`src/rtl/shift_right_pipe.sv`:
```
// shift_right_pipe: four-stage valid/ready right shifter/rotator, one power-of-two shift per stage
module shift_right_pipe (
  input  logic        clk,
  input  logic        rst_n,
  input  logic [15:0] In,
  input  logic [3:0]  Cnt,
  input  logic [1:0]  Op,
  input  logic        in_valid,
  output logic        in_ready,
  output logic [15:0] Out,
  output logic        out_valid,
  input  logic        out_ready,
  output logic [2:0]  occ
);
  logic        v0_q, v1_q, v2_q, v3_q;
  logic [15:0] d0_q, d1_q, d2_q, d3_q;
  logic [15:0] d0_d, d1_d, d2_d, d3_d;
  logic [3:1]  c0_q;
  logic [3:2]  c1_q;
  logic        c2_q;
  logic [1:0]  op0_q, op1_q, op2_q;
  logic        f0_q, f1_q, f2_q;
  logic        rdy0, rdy1, rdy2, rdy3;

  // Each stage keeps only the count bits still needed downstream.
  function automatic logic [15:0] stage_f(input logic [15:0] d, input logic en,
                                          input logic [1:0] op, input logic fill, input int sh);
    logic [15:0] fw;
    fw = op == 2'b10 ? d : op == 2'b01 ? {16{fill}} : 16'h0;
    return (en && op != 2'b00) ? (d >> sh) | (fw << (16 - sh)) : d;
  endfunction

  assign d0_d = stage_f(In,   Cnt[0],  Op,    In[15], 1);
  assign d1_d = stage_f(d0_q, c0_q[1], op0_q, f0_q,   2);
  assign d2_d = stage_f(d1_q, c1_q[2], op1_q, f1_q,   4);
  assign d3_d = stage_f(d2_q, c2_q,    op2_q, f2_q,   8);

  assign rdy3      = !v3_q | out_ready;
  assign rdy2      = !v2_q | rdy3;
  assign rdy1      = !v1_q | rdy2;
  assign rdy0      = !v0_q | rdy1;
  assign in_ready  = rdy0;
  assign Out       = d3_q;
  assign out_valid = v3_q;
  assign occ       = {2'b0, v0_q} + {2'b0, v1_q} + {2'b0, v2_q} + {2'b0, v3_q};

  always_ff @(posedge clk or negedge rst_n) begin
    if (!rst_n) begin
      {v0_q, v1_q, v2_q, v3_q} <= '0;
      {d0_q, d1_q, d2_q, d3_q} <= '0;
      {c0_q, c1_q, c2_q}       <= '0;
      {op0_q, op1_q, op2_q}    <= '0;
      {f0_q, f1_q, f2_q}       <= '0;
    end else begin
      if (rdy0) begin
        v0_q  <= in_valid;
        d0_q  <= d0_d;
        c0_q  <= Cnt[3:1];
        op0_q <= Op;
        f0_q  <= In[15];
      end
      if (rdy1) begin
        v1_q  <= v0_q;
        d1_q  <= d1_d;
        c1_q  <= c0_q[3:2];
        op1_q <= op0_q;
        f1_q  <= f0_q;
      end
      if (rdy2) begin
        v2_q  <= v1_q;
        d2_q  <= d2_d;
        c2_q  <= c1_q[3];
        op2_q <= op1_q;
        f2_q  <= f1_q;
      end
      if (rdy3) begin
        v3_q <= v2_q;
        d3_q <= d3_d;
      end
    end
  end
endmodule

```
`config.mk`:
```
export PLATFORM = sky130hd
export DESIGN_NAME = shift_right_pipe
export DESIGN_NICKNAME = d
export VERILOG_FILES = /design/src/rtl/shift_right_pipe.sv
export SDC_FILE = /design/constraint.sdc
export NUM_CORES = 1
export LEC_CHECK = 0
export CELL_PAD_IN_SITES_DETAIL_PLACEMENT = 1
export CELL_PAD_IN_SITES_GLOBAL_PLACEMENT = 2
export CORE_MARGIN = 4
export CORE_UTILIZATION = 34
export CTS_CLUSTER_SIZE = 10
export DETAILED_ROUTE_END_ITERATION = 7
export PLACE_DENSITY_LB_ADDON = 0.05
export SLEW_MARGIN = 20
export SYNTH_ARGS = -nofsm -noshare
export SYNTH_HDL_FRONTEND = slang
export SYNTH_SLANG_ARGS = --single-unit
export TNS_END_PERCENT = 20
```
`constraint.sdc`:
```
create_clock -name clk -period 2.8 [get_ports clk]
set_input_delay 0.84 -clock clk [delete_from_list [all_inputs] [get_ports clk]]
set_output_delay 0.84 -clock clk [all_outputs]
set_load 0.02 [all_outputs]
```
==> flow_summary.json <==
{
  "status": "finished clean",
  "synth_compound_area_share_pct": 17.0,
  "drtIter0Drc": 119,
  "vias_per_cell": 4.89,
  "cts_setup_buffers": 0,
  "synth_area_mm2": 0.00391,
  "syn_avg_cell_area_um2": 9.22,
  "ys_seq_area_share_pct": 53.1,
  "hold_viol_final": 0,
  "portBuffers": 46,
  "placed_area_mm2": 0.00452,
  "synthDistinctLibCells": 29,
  "crit_arrival_ns": 1.90,
  "dpl.cell_count": 598,
  "wl_per_cell_um": 15.0,
  "finalNonFillerCells": 614,
  "reg2reg_slack_ns": 0.96,
  "die_w_um": 115,
  "peakVddDrop_mv": 0.342,
  "cap_violations": 0,
  "hold_start": "Out[15]",
  "yosysMostFrequentCell": "nand2_1",
  "ys.flop_type": "dfrtp_1",
  "critPathLaunchType": "register",
  "grt-ovfl-total": 0,
  "crit_start": "out_valid",
  "end_kind": "output pin",
  "htreeDepth": 3,
  "top_layer_used": "met4",
  "wl_met1_um": 4410,
  "clock_path_buffers": 2,
  "whs_endpoint": "Out[15]",
  "nNetsFinal": 498,
  "die_h_um": 115,
  "powerDensity_mw_per_mm2": 871,
  "wirelength_um": 9220,
  "worstMarginPinSlew_ns": 0.740,
  "multi_input_area_mm2": 0.00164,
  "fin_crit_sh_pct": 97.9,
  "min_path_type": "register to register",
  "synthArstFlopShare_pct": 100,
  "cts_resized": 11,
  "rsz0062_at_grt": "yes",
  "grt_pass1_vias": 3130,
  "area_growth_pct": 23.6,
  "worstPathCellList": "inv_2 -> fa_1 -> inv_1 -> ha_1 -> ha_1 -> buf_6",
  "synth_common_cells": "nand2_1 (88), dfrtp_1 (83), nor2_1 (58)",
  "dp_hpwl_um": 6730,
  "yosys.area_share.simple_pct": 16.9,
  "initial_core_util_pct": 35.4,
  "drt_pass1_iterations": 4,
  "setup_violations": 0,
  "die_area_mm2": 0.0133,
  "pin_count": 47,
  "drcViolationCount": 0,
  "cp_max_fo": 2,
  "finClkSkew_ns": 0.00866,
  "synth_top_area_cell": "dfrtp_1",
  "synthCells": 424,
  "worstReg2RegStart": "out_valid",
  "grt_start_max_net_pins": 46,
  "vias": 3002,
  "final_area_mm2": 0.00483,
  "cp_common_cell": "ha_1",
  "antenna_cells": 0,
  "whs_path_depth": 2,
  "synth-seq-cells": 83,
  "path_clk_slew_ns": 0.06,
  "track_usage_pct": 15.0,
  "relSlewSlack_pct": 50.7,
  "fill_cells": 1277,
  "gp_congestion": 0.780,
  "synthTopCellsByArea": "dfrtp_1 (53%), nand2_1 (8.4%), nor2_1 (5.6%)",
  "grt_antenna_before_repair": 0,
  "max_stage_delay_ns": 0.53,
  "num_rows": 38,
  "whs_ns": 0.476,
  "grt_pass1_wl_um": 15700,
  "cts_tree": "done",
  "drive_gt1_share_pct": 10.3,
  "synth-edff-count": 0,
  "cts_sinks": 83,
  "cp_num_buf_inv": 3,
  "rr_worst_depth": 7,
  "tns_ns": 0,
  "synthMuxAreaShare_pct": 6.72,
  "yosys.area_share.xor_xnor_pct": 0,
  "path_class": "register to output pin",
  "required_ns": 1.96,
  "crit_path_top_delay_cell": "fa_1",
  "cts_buffers": 9,
  "fp.coreArea_mm2": 0.0110,
  "clock_latency_ns": 0.33,
  "leakagePower_nw": 2.17,
  "regArea_mm2": 0.00208,
  "cts_hold_buf": 0,
  "dr_wl_met3_um": 316,
  "clock.fmax_ghz": 0.365,
  "ant_nets": 0,
  "period_minus_slack_ns": 2.74,
  "crit_family": "adder cells",
  "r2r_end": "d1_q[3]",
  "met2_length_um": 4370,
  "yosysWarnings": 0,
  "root_buffer": "clkbuf_16",
  "maxSlewViolCount": 0,
  "synthAdderAreaFrac_pct": 1.15,
  "syn-num-nets": 453,
  "synth_top_family_by_area": "compound AO/OA/AOI/OAI gates",
  "yosys.area.top_type_share_pct": 53.1
}
## how the worst max path moves through the flow
stage,slack (ns),depth (start not counted),endpoint
after global placement,-0.29,4,in_ready
after floorplan,0.30,5,occ[1]
after CTS,0.005,4,in_ready
after global routing,-0.04,6,occ[1]
after detailed placement,-0.28,4,in_ready
final,0.06,6,occ[1]
## registers in the layout, indices dropped and copies added (netlist names), 2 cells and up
| register | count |
|---|---|
| c0_q | 3 |
| c1_q | 2 |
| op2_q | 2 |
| op0_q | 2 |
| d1_q | 16 |
| Out | 16 |
| op1_q | 2 |
| d2_q | 16 |
| d0_q | 16 |
## layout make-up
type / count / area share, %
tap: 140 / 3.63
multi-input combinational: 299 / 34.0
inverter: 17 / 1.32
sequential: 83 / 43.0
clock buffer: 10 / 4.74
timing repair buffer: 59 / 11.5
clock inverter: 6 / 1.86
## worst reg2reg max path, cell delays in order, from the launching register on
cell and delay (ns):
dfrtp_1 0.36, buf_4 0.12, nor2b_4 0.17, buf_4 0.33
nand3_2 0.22, buf_4 0.29, nor2_1 0.16, a31oi_1 0.06
## logic make-up after synthesis
logic type / Yosys count
simple gates: 160
compound gates: 112
flops: 83
buf+inv: 42
mux: 24
fa+ha+maj: 3
## metal layers
metal  GRT usage [%]  up-vias
li1                -     1531
met1            19.7     1410
met2            24.8       50
met3            3.05       11
met4            4.69        0
met5               0        -
## metrics by stage
stage / utilization, % / setup slack (ns) / power, mW
final: 43.8 / 0.0599 / 4.21
after detailed placement: 41.0 / -0.283 / 3.00
after global routing: 43.8 / -0.0416 / 4.51
after CTS: 43.8 / 0.00508 / 4.28
after global placement: 41.0 / -0.286 / 2.97
after floorplan: - / 0.299 / 2.48
## layout by cell type, fill, tap and decap left out, drive strengths merged, types with 2 or more instances in the layout
cell type	Yosys	routed
buf	16	17
nor2	58	58
inv	17	17
bufinv	0	2
a21oi	23	23
clkbuf	9	11
ha	2	2
a31oi	27	27
mux2i	15	15
o31ai	8	8
clkinv	0	3
o21ai	35	35
o21a	3	3
nand2b	9	9
dfrtp	83	83
a21boi	14	14
o22ai	2	2
nand2	88	88
clkdlybuf4s50	0	41
mux2	9	9
## where the power goes
group	switching, mW	internal, mW	leakage [nW]
sequential	0.262	1.52	0.969
combinational	0.638	0.525	1.05
clock	0.484	0.783	0.153
total	1.38	2.82	2.17
(Power assumes the default switching activity.)
